===== src/rtl/gpreg_pkg.sv =====
// gpreg_pkg: shared defaults, FSM state encoding and clog2 helper for gpreg_file.
// Revision: 1.0
`default_nettype none

package gpreg_pkg;

    localparam int DEF_W = 8;
    localparam int DEF_N = 4;

    typedef enum logic [0:0] {
        IDLE  = 1'b0,
        SWEEP = 1'b1
    } state_t;

    function automatic int clog2(input int n);
        int r;
        r = 0;
        while ((1 << r) < n) r = r + 1;
        return r;
    endfunction

endpackage

`default_nettype wire


===== src/rtl/gpreg_cell.sv =====
// gpreg_cell: one W-bit storage register with synchronous clear and load.
// Revision: 1.0
`default_nettype none

module gpreg_cell #(
    parameter int W = gpreg_pkg::DEF_W
) (
    input  logic         clk,
    input  logic         clr,
    input  logic         load,
    input  logic [W-1:0] d,
    output logic [W-1:0] q
);

    // Clear outranks load so reset and the sweep always win.
    always_ff @(posedge clk) begin
        if (clr) begin
            q <= '0;
        end else if (load) begin
            q <= d;
        end
    end

endmodule

`default_nettype wire


===== src/rtl/gpreg_file.sv =====
// gpreg_file: N x W register file with write, two-port read, swap and a clear sweep.
// Revision: 1.0
`default_nettype none

module gpreg_file
    import gpreg_pkg::*;
#(
    parameter int W  = DEF_W,
    parameter int N  = DEF_N,
    parameter int AW = clog2(N)
) (
    input  logic          clk,
    input  logic          reset,
    input  logic [W-1:0]  in,
    input  logic          we,
    input  logic [AW-1:0] wa,
    input  logic [AW-1:0] ra,
    input  logic [AW-1:0] rb,
    input  logic          swap,
    input  logic          clr,
    input  logic          csel,
    output logic [W-1:0]  outa,
    output logic [W-1:0]  outb,
    output logic [W-1:0]  outc,
    output logic [W-1:0]  oix,
    output logic          busy
);

    state_t        state;
    logic [AW-1:0] ptr;

    logic [W-1:0]  q      [N];
    logic [W-1:0]  cell_d [N];
    logic [N-1:0]  cell_clr;
    logic [N-1:0]  cell_load;

    generate
        for (genvar g = 0; g < N; g++) begin : g_cell
            gpreg_cell #(.W(W)) u_cell (
                .clk  (clk),
                .clr  (cell_clr[g]),
                .load (cell_load[g]),
                .d    (cell_d[g]),
                .q    (q[g])
            );
        end
    endgenerate

    // Commands are honoured only in IDLE; CLR outranks SWAP, which outranks WE.
    always_comb begin
        for (int i = 0; i < N; i++) begin
            cell_clr[i]  = reset || (state == SWEEP && ptr == AW'(i));
            cell_load[i] = 1'b0;
            cell_d[i]    = in;
        end
        if (state == IDLE && !clr) begin
            if (swap) begin
                if (ra != rb) begin
                    cell_load[ra] = 1'b1;
                    cell_d[ra]    = q[rb];
                    cell_load[rb] = 1'b1;
                    cell_d[rb]    = q[ra];
                end
            end else if (we) begin
                cell_load[wa] = 1'b1;
                cell_d[wa]    = in;
            end
        end
    end

    always_ff @(posedge clk) begin
        if (reset) begin
            state <= IDLE;
            ptr   <= '0;
        end else begin
            case (state)
                IDLE: begin
                    if (clr) begin
                        state <= SWEEP;
                        ptr   <= '0;
                    end
                end
                SWEEP: begin
                    if (ptr == AW'(N - 1)) begin
                        state <= IDLE;
                    end
                    ptr <= ptr + 1'b1;
                end
                default: begin
                    state <= IDLE;
                    ptr   <= '0;
                end
            endcase
        end
    end

    assign busy = (state == SWEEP);
    assign outa = q[ra];
    assign outb = q[rb];
    assign oix  = q[N-1];
    assign outc = {W{csel}};

endmodule

`default_nettype wire

===== config.mk =====
export PLATFORM = sky130hd
export DESIGN_NAME = gpreg_file
export DESIGN_NICKNAME = d
export VERILOG_FILES = /design/src/rtl/gpreg_pkg.sv /design/src/rtl/gpreg_cell.sv /design/src/rtl/gpreg_file.sv
export SDC_FILE = /design/constraint.sdc
export NUM_CORES = 1
export LEC_CHECK = 0
export ABC_CLOCK_PERIOD_IN_PS = 3550
export CAP_MARGIN = 0
export CELL_PAD_IN_SITES_DETAIL_PLACEMENT = 1
export CELL_PAD_IN_SITES_GLOBAL_PLACEMENT = 1
export CORE_ASPECT_RATIO = 0.75
export CORE_MARGIN = 4
export CORE_UTILIZATION = 45
export CTS_BUF_LIST = sky130_fd_sc_hd__clkbuf_2 sky130_fd_sc_hd__clkbuf_4 sky130_fd_sc_hd__clkbuf_8
export DETAILED_ROUTE_END_ITERATION = 6
export PLACE_DENSITY_LB_ADDON = 0.1
export SETUP_SLACK_MARGIN = 0.4
export SYNTH_ARGS = -nofsm -noshare
export SYNTH_HDL_FRONTEND = slang
export SYNTH_HIERARCHICAL = 1
export SYNTH_SLANG_ARGS = --single-unit

===== constraint.sdc =====
create_clock -name clk -period 3.55 [get_ports clk]
set_input_delay 0.355 -clock clk [delete_from_list [all_inputs] [get_ports clk]]
set_output_delay 0.355 -clock clk [all_outputs]
set_load 0.01 [all_outputs]

Word-level counts from Yosys, hierarchy flattened
Index checks and enable logic that the tools add are counted.
{"block": "word_totals", "regBits": 35, "output_inout_bits": 33, "inputBits": 20}
{"block": "op_classes", "n_reduce_logical": 17, "n_addsub": 1, "bitwise": 5, "eq_ne": 5, "n_mux": 34, "order_cmp": 12}
{"cell": "$mux W32", "n": 4}
{"cell": "$bwmux W32", "n": 3}
{"cell": "$mux W8", "n": 7}
{"cell": "$demux W8 S2", "n": 3}
{"cell": "$bmux W8 S2", "n": 2}
{"cell": "$mux W4", "n": 4}
{"cell": "$logic_and A1 B1 Y1", "n": 11}
{"cell": "$ge A3 B3 Y1 const B", "n": 3}
{"cell": "$lt A2 B3 Y1 const B", "n": 3}
{"cell": "$lt A3 B1 Y1 const B", "n": 3}
{"cell": "$not A2 Y3", "n": 3}
{"cell": "$demux W1 S2", "n": 3}
{"cell": "$ge A2 B1 Y1 const B", "n": 3}
{"cell": "$mux W1", "n": 5}
{"cell": "$eq A2 B2 Y1 const B", "n": 2}
{"cell": "$logic_or A1 B1 Y1", "n": 4}
{"cell": "$or A4 B4 Y4", "n": 1}
{"cell": "$pmux W2 S2", "n": 1}
{"cell": "$add A2 B1 Y2 const B", "n": 1}
{"cell": "$eq A2 B1 Y1 const B", "n": 1}
{"cell": "$logic_not A2 Y1", "n": 1}
{"cell": "$mux W2", "n": 1}
{"cell": "$ne A2 B2 Y1", "n": 1}
{"cell": "$ne A2 B2 Y1 const B", "n": 1}
{"cell": "other kinds (3)", "n": 3}

Logic depth before layout (Yosys ltp)
Gate-level depths: netlist of run 1.
{"block": "depth", "word_depth": 10, "depth_mapped": 9}

Modules after synthesis
Netlist of run 1, hierarchy kept.
{"mod": "gpreg_file", "n_inst": 1, "cells_per_inst": 248, "area_each_um2": 1984.4}
{"mod": "gpreg_cell", "n_inst": 4, "cells_per_inst": 26, "area_each_um2": 285.3}

Worst setup path after synthesis of run 1
No wires, ideal clock.
{"block": "synth_timing", "path_kind": "input port to flip-flop", "from": "input ra[1]", "to": "register g_cell[0].u_cell.q[0]", "setup_ns": 0.124, "slack_ns": 1.731, "stages": 9, "t_arrival_ns": 1.695, "path_buffers": 3, "path_cell_list": "buf_4 > buf_8 > nor2_2 > xor2_2 > a22oi_1 > nor3_1 > buf_6 > mux2i_1 > nor2_1"}
{"block": "synth_via", "elab_cells_between_ends": 24, "classes_between": "order compare (4); eq/ne (1); mux (15); bitwise (2); reduce/logical (2)"}
{"element": "start: declaration", "line_no": "gpreg_file.sv:17", "source": "input logic [AW-1:0] ra,"}
{"element": "$lt A2 B3 Y1 (implied by the code) or $ge A2 B1 Y1 (tied branches)", "line_no": "gpreg_file.sv:59", "source": "cell_load[ra] = 1'b1;"}
{"element": "$logic_and A1 B1 Y1 (implied by the code)", "line_no": "gpreg_file.sv:59"}
{"element": "$mux W1 (implied by the code)", "line_no": "gpreg_file.sv:59"}
{"element": "$demux W1 S2", "line_no": "gpreg_file.sv:59"}
{"element": "$or A4 B4 Y4 (no line)"}
{"element": "$mux W4 (*)", "line_no": "gpreg_file.sv:58", "source": "if (ra != rb) begin"}
{"element": "$mux W4 (*)", "line_no": "gpreg_file.sv:57", "source": "if (swap) begin"}
{"element": "$mux W4 (*)", "line_no": "gpreg_file.sv:56", "source": "if (state == IDLE && !clr) begin"}
{"element": "net cell_load[0]", "line_no": "gpreg_file.sv:35", "source": "logic [N-1:0] cell_load;"}
{"element": "end signal: assignment", "line_no": "gpreg_cell.sv:18", "source": "q <= '0;"}
{"element": "end signal: assignment", "line_no": "gpreg_cell.sv:20", "source": "q <= d;"}
{"element": "end: declaration", "line_no": "gpreg_cell.sv:12", "source": "output logic [W-1:0] q"}
Mark *: on every way through the listed nets, which the timed path passes. The rest lies on a longest branch. The select of a mux whose other input is x is not followed.
A chain may end at the register's enable or synchronous reset.

Final worst setup path of run 1
{"block": "layout_timing", "from": "input rb[1]", "to": "output outb[3]"}
{"block": "layout_via", "elab_chain_len": 4}
{"element": "start: declaration", "line_no": "gpreg_file.sv:18", "source": "input logic [AW-1:0] rb,"}
{"element": "$not A2 Y3 (implied by the code)", "line_no": "gpreg_file.sv:99", "source": "assign outb = q[rb];"}
{"element": "$bmux W8 S2", "line_no": "gpreg_file.sv:99"}
{"element": "$mux W8 (implied by the code) (2 in a row)", "line_no": "gpreg_file.sv:99"}
{"element": "end: declaration", "line_no": "gpreg_file.sv:23", "source": "output logic [W-1:0] outb,"}
No other way between the ends. The select of a mux whose other input is x is not followed.

==> impl_results.md, run 1 <==
* Worst Skew at ~5 ps
* First-pass GRT wire length at 17600 um
* Commonest cells post-synth: 41 x mux2i_1, 41 x nor2_1, 35 x dfxtp_1
* Cells after Synth at ~350
* DRC viols at 0
* Final Hold Vio Count at 0
* Sequential area share after synthesis at 0.224
* Antenna-violating nets left at 0
* Io pins at 53
* Crit path DAT at roughly 2600 ps
* Distinct cells, synth at 50
* Post-cts hold buffer count at 0
* Placer Congestion at slightly below 0.9
* CP required at between 3000 and 4000 ps
* DR iter-0 viols at ~250
* Root Driver: clkbuf_8
* Clock Pin Slew Worst Setup and Hold Paths at 70 ps
* Synthesis Warnings at 6
* Grt total ovfl at 0
* Rows at 26
* Die width at about 100 um
* Crit path buf inv count at 3
* Setup bufs post-CTS at 0
* Die ar. at about 8400 sq um
* Cell count along the critical path at 4
* Final min period at 2920 ps
* Cell Area, Synth at 3130 sq um
* Crit path launch type: primary input
* Slew @ Worst Pin at ~850 ps
* Crit-path most repeated cell: clkdlybuf4s50_1
* Total power at ~1.0 mW
* Port bufs at 43
* Slew Viols, Final at 0
* Rel. slew slack at 0.431
* CTS resizes at 0
* CP top delay family: buffers and inverters
* Fin nets at 400
* Longest Clk Path Bufs at 2
* Worst-path fanout max at 18
* Drt first pass iters at 4
* Clock Latency Late Sink at 300 ps
* Main synth FF type: dfxtp_1
* Avg Vias per Cell at about 6.7
* Share of cells above drive strength 1 at 0.168
* Worst path cell trace: clkdlybuf4s50_1 > buf_4 > mux2_2 > clkdlybuf4s50_1
* Max incr delay on CP at between 1000 and 1500 ps
* Total GRT Usage at 0.271
* Kind of critical path: primary input to output pin
* Number of global-route vias before repair at between 3000 and 4000
* HP Class: register to register
* Max Cap Viol at 0
* Initial antenna violation count at 0
* TNS Setup at 0 ps
* Layout Utilization at 0.527
* Share of the synthesized area in the top cell type at 0.224
* # clock sinks at 35
* Reg2Reg Depth at 6
* LEAKAGE at between 1 and 1.5 nW
* Syn_area_per_cell at roughly 9 sq um
* Fill count at roughly 810
* H-tree depth at 2
* R2R setup slack at between 1000 and 1500 ps
* Antenna Cells at 0
* Hold path depth at 2
* Status: finished, final reports clean
* Slack of the critical path at 634 ps
* Peak VDD IR at between 0.1 and 0.15 mV
* Post-place setup slack at 547 ps
* Die Y at about 80 um
* RSZ-0062 raised after global routing: no
* Area growth syn-to-layout at 14.1%
* Crit path max-delay cell type: clkdlybuf4s50_1
* Post-synthesis async set-or-reset flop share at 0
* Post-synth EDFFs at 0
* Num CTS Buffers at 5
* Setup-failing EPs final at 0
* Final worst-path cycle share at 0.821
* Post-DP HPWL at 7680 um
* CP endpoint kind: output pin
* Routed len/inst at 24.3 um
* Syn Nets at between 300 and 400
* Pwr Density at 292 nW/um^2
* Largest cells by area after synthesis: dfxtp_1 22%, mux2i_1 13%, mux2_2 10%
* Via count at 3070
* Synthesized flop and latch total at 35
* Core box area at a little under 7000 sq um
* Initial Util at 0.462
* CTS tree: built
* Fmax at approximately 0.34 GHz
* Final wirelength at roughly 11000 um
* Synth area leader: dfxtp_1
* Largest net degree at the start of global routing at 29
## per-layer routing
metal / global-route usage / share of wire / vias to the layer above
met5: 0 / 0 / -
met4: 0.120 / 0.034 / 0
met3: 0.0410 / 0.085 / 31
met2: 0.401 / 0.41 / 166
met1: 0.389 / 0.47 / 1512
li1: - / - / 1361
## kinds of logic after synthesis
kind of cell             synth area share
AO/OA/AOI/OAI                       0.231
AND/OR/NAND/NOR                     0.131
multiplexers                        0.261
buffers and inverters               0.106
flip-flops                          0.224
XOR/XNOR                           0.0300
adder cells (fa/ha/maj)            0.0160
## worst register-to-register path, stage by stage, from the launching register on
cell      delay (ps)
dfxtp_1          480
nor3b_2          500
o21a_1           460
buf_4            300
a221oi_1         100
mux2i_1          180
nor2_1            60
## state kept, by name (all words and copies together) (netlist names)
name             count
busy                 1
g_cell.u_cell/q     32
ptr                  2
## power breakdown
group / leakage (nW) / switching [mW] / internal [mW]
sequential: 0.284 / 0.0187 / 0.406
combinational: 1.01 / 0.176 / 0.138
clock: 0.0470 / 0.151 / 0.152
total: 1.34 / 0.346 / 0.696
## final timing paths
check                         from               endpoint
max                          rb[1]                outb[3]
min          g_cell[2].u_cell/q[0]  g_cell[2].u_cell/q[0]
max reg2reg                   busy  g_cell[2].u_cell/q[7]
min reg2reg  g_cell[2].u_cell/q[0]  g_cell[2].u_cell/q[0]
## layout by cell type (no fill, tap or decap), types with 2 or more instances in the layout
cell type / netlist / final
a21o_1: 5 / 5
a21oi_1: 28 / 28
a221oi_1: 16 / 16
a22o_1: 5 / 5
a22oi_1: 5 / 5
a2bb2oi_1: 2 / 2
a32oi_1: 2 / 2
and2_1: 4 / 4
buf_4: 12 / 14
clkbuf_8: 0 / 6
clkdlybuf4s50_1: 0 / 43
dfxtp_1: 35 / 35
ha_1: 4 / 4
inv_1: 10 / 10
mux2_2: 28 / 28
mux2i_1: 41 / 41
mux4_2: 4 / 4
nand2_1: 5 / 5
nand2b_1: 2 / 2
nand3_1: 4 / 4
nand3b_1: 2 / 2
nand4b_1: 2 / 2
nor2_1: 41 / 41
nor2b_1: 4 / 4
nor3_1: 5 / 4
o21ai_0: 3 / 3
o22a_1: 7 / 7
o22ai_1: 27 / 27
or3b_1: 2 / 2
xor2_1: 2 / 2
xor2_2: 2 / 2
## layout make-up
cell class                      count  area [sq um]  area share
Multi-Input combinational cell    267          2100       0.589
Sequential cell                    35           701       0.197
Timing Repair Buffer               57           536       0.150
Tap cell                           84           105      0.0295
Clock buffer                        6          82.6      0.0232
Inverter                           10          37.5      0.0105
Clock inverter                      1          5.00     0.00140
## through the flow
| step | hold slack (ps) | cell area [sq um] | cells |
|---|---|---|---|
| after floorplan | 427 | 3130 | 352 |
| after global placement | 526 | 3480 | 453 |
| after detailed placement | 547 | 3480 | 453 |
| after CTS | 559 | 3560 | 460 |
| after global routing | 584 | 3560 | 460 |
| final | 559 | 3560 | 460 |
Note: power is estimated with default switching activity, not from simulation.
==> inputs of run 2 (changes only) <==
--- a/config.mk
+++ b/config.mk
@@ -5,13 +5,13 @@
 export SDC_FILE = /design/constraint.sdc
 export NUM_CORES = 1
 export LEC_CHECK = 0
-export ABC_CLOCK_PERIOD_IN_PS = 3550
+export ABC_CLOCK_PERIOD_IN_PS = 2950
 export CAP_MARGIN = 0
 export CELL_PAD_IN_SITES_DETAIL_PLACEMENT = 1
 export CELL_PAD_IN_SITES_GLOBAL_PLACEMENT = 1
 export CORE_ASPECT_RATIO = 0.75
 export CORE_MARGIN = 4
-export CORE_UTILIZATION = 45
+export CORE_UTILIZATION = 42
 export CTS_BUF_LIST = sky130_fd_sc_hd__clkbuf_2 sky130_fd_sc_hd__clkbuf_4 sky130_fd_sc_hd__clkbuf_8
 export DETAILED_ROUTE_END_ITERATION = 6
 export PLACE_DENSITY_LB_ADDON = 0.1
==> constraint.sdc (replaced) <==
create_clock -name clk -period 2.95 [get_ports clk]
set_input_delay 0.295 -clock clk [delete_from_list [all_inputs] [get_ports clk]]
set_output_delay 0.295 -clock clk [all_outputs]
set_load 0.01 [all_outputs]
==> impl_results.md, run 2 (synthesized netlist as in run 1, its figures left out) <==
* Status: finished, final reports clean
* Worst Skew at approximately 5.8 ps
* Placer Congestion at 0.874
* Max reg flops at 32
* Slack of the critical path at 451 ps
* Kind of critical path: primary input to output pin
* Rel. slew slack at 0.611
* Max Cap Viol at 0
* Die Y at approximately 83 um
* RSZ-0062 raised after global routing: no
* Post-cts hold buffer count at 0
* Commonest non-fill, non-tap cell in the layout: clkdlybuf4s50_1
* Largest net degree at the start of global routing at 29
* Initial Util at 0.445
* Area growth syn-to-layout at 16.8%
* Layout Utilization at 0.519
* Final min period at roughly 2500 ps
* Core box area at between 7000 and 8000 sq um
* Post-DP HPWL at between 7000 and 8000 um
* Biggest register: g_cell.u_cell/q
* Num CTS Buffers at 5
* Fmax at between 0.4 and 0.5 GHz
* Root Driver: clkbuf_8
* DR iter-0 viols at between 300 and 400
* HP Class: register to register
* Antenna-violating nets left at 0
* Antenna Cells at 0
* Port bufs at between 40 and 50
* Routed len/inst at 24.7 um
* CP required at approximately 2700 ps
* Drt first pass iters at 5
* Slew @ Worst Pin at between 500 and 600 ps
* Post-place setup slack at between 300 and 400 ps
* Final Hold Vio Count at 0
* Final wirelength at ~12000 um
* Clock Latency Late Sink at just under 300 ps
* CTS resizes at 0
* Crit path launch type: primary input
* DRC viols at 0
* Setup bufs post-CTS at 0
* Clock Pin Slew Worst Setup and Hold Paths at about 80 ps
* CP endpoint kind: output pin
* Worst-path fanout max at 28
* Die width at 108 um
* Fin nets at around 400
* Most frequent cells in the layout: 43 x clkdlybuf4s50_1, 41 x mux2i_1, 41 x nor2_1
* LEAKAGE at 1.37 nW
* Pwr Density at roughly 350 nW/um^2
* Longest Clk Path Bufs at 2
* Number of global-route vias before repair at about 3100
* Total GRT Usage at 0.274
* Peak VDD IR at between 0.15 and 0.2 mV
* Avg Vias per Cell at roughly 6.5
* Initial antenna violation count at 0
* H-tree depth at 2
* Rows at 26
* Fill count at ~860
* Crit path DAT at about 2200 ps
* First-pass GRT wire length at between 15000 and 20000 um
* Via count at about 3100
* Io pins at 53
* Final worst-path cycle share at 0.847
* Grt total ovfl at 0
* Die ar. at just under 9000 sq um
* TNS Setup at 0 ps
* # clock sinks at 35
* Setup-failing EPs final at 0
* Share of cells above drive strength 1 at 0.176
* Slew Viols, Final at 0
* CTS tree: built
## run 2: routing by layer
layer  wire length (um)  GRT usage
met3               1050     0.0482
met2               5110      0.425
met5                  0          0
met4                256     0.0807
met1               5390      0.391
## run 2: final timing paths
path / from / to / slack, ps / cells after the start
max: rb[0] / outb[3] / 450 / 5
min: g_cell[2].u_cell/q[4] / g_cell[2].u_cell/q[4] / 560 / 2
max reg2reg: busy / g_cell[0].u_cell/q[4] / 1040 / 6
min reg2reg: g_cell[2].u_cell/q[4] / g_cell[2].u_cell/q[4] / 560 / 2
## run 2: critical path: stages
cell             delay [ps]
clkdlybuf4s50_1         510
buf_12                  210
mux2_2                  390
mux2_2                  290
clkdlybuf4s50_1         490
## run 2: area by class of cell
| class | count | area (sq um) | area share |
|---|---|---|---|
| multi-input combinational | 267 | 2100 | 0.575 |
| sequential | 35 | 701 | 0.192 |
| timing repair buffer | 61 | 603 | 0.165 |
| tap | 98 | 123 | 0.0336 |
| clock buffer | 6 | 82.6 | 0.0226 |
| inverter | 10 | 37.5 | 0.0103 |
| clock inverter | 1 | 5.00 | 0.00137 |
## run 2: where the power goes
| group | switching, mW | internal, mW | leakage (nW) | total (mW) |
|---|---|---|---|---|
| clock network | 0.198 | 0.184 | 0.0470 | 0.382 |
| logic | 0.219 | 0.176 | 1.04 | 0.394 |
| registers | 0.0233 | 0.489 | 0.284 | 0.512 |
## run 2: per-stage QoR
step	power, mW	instances	hold slack [ps]	area [sq um]
detailed placement	0.907	471	541	3560
finish	1.29	478	558	3650
floorplan	0.775	352	367	3130
global route	1.34	478	590	3650
CTS	1.28	478	553	3650
global placement	0.900	471	535	3560
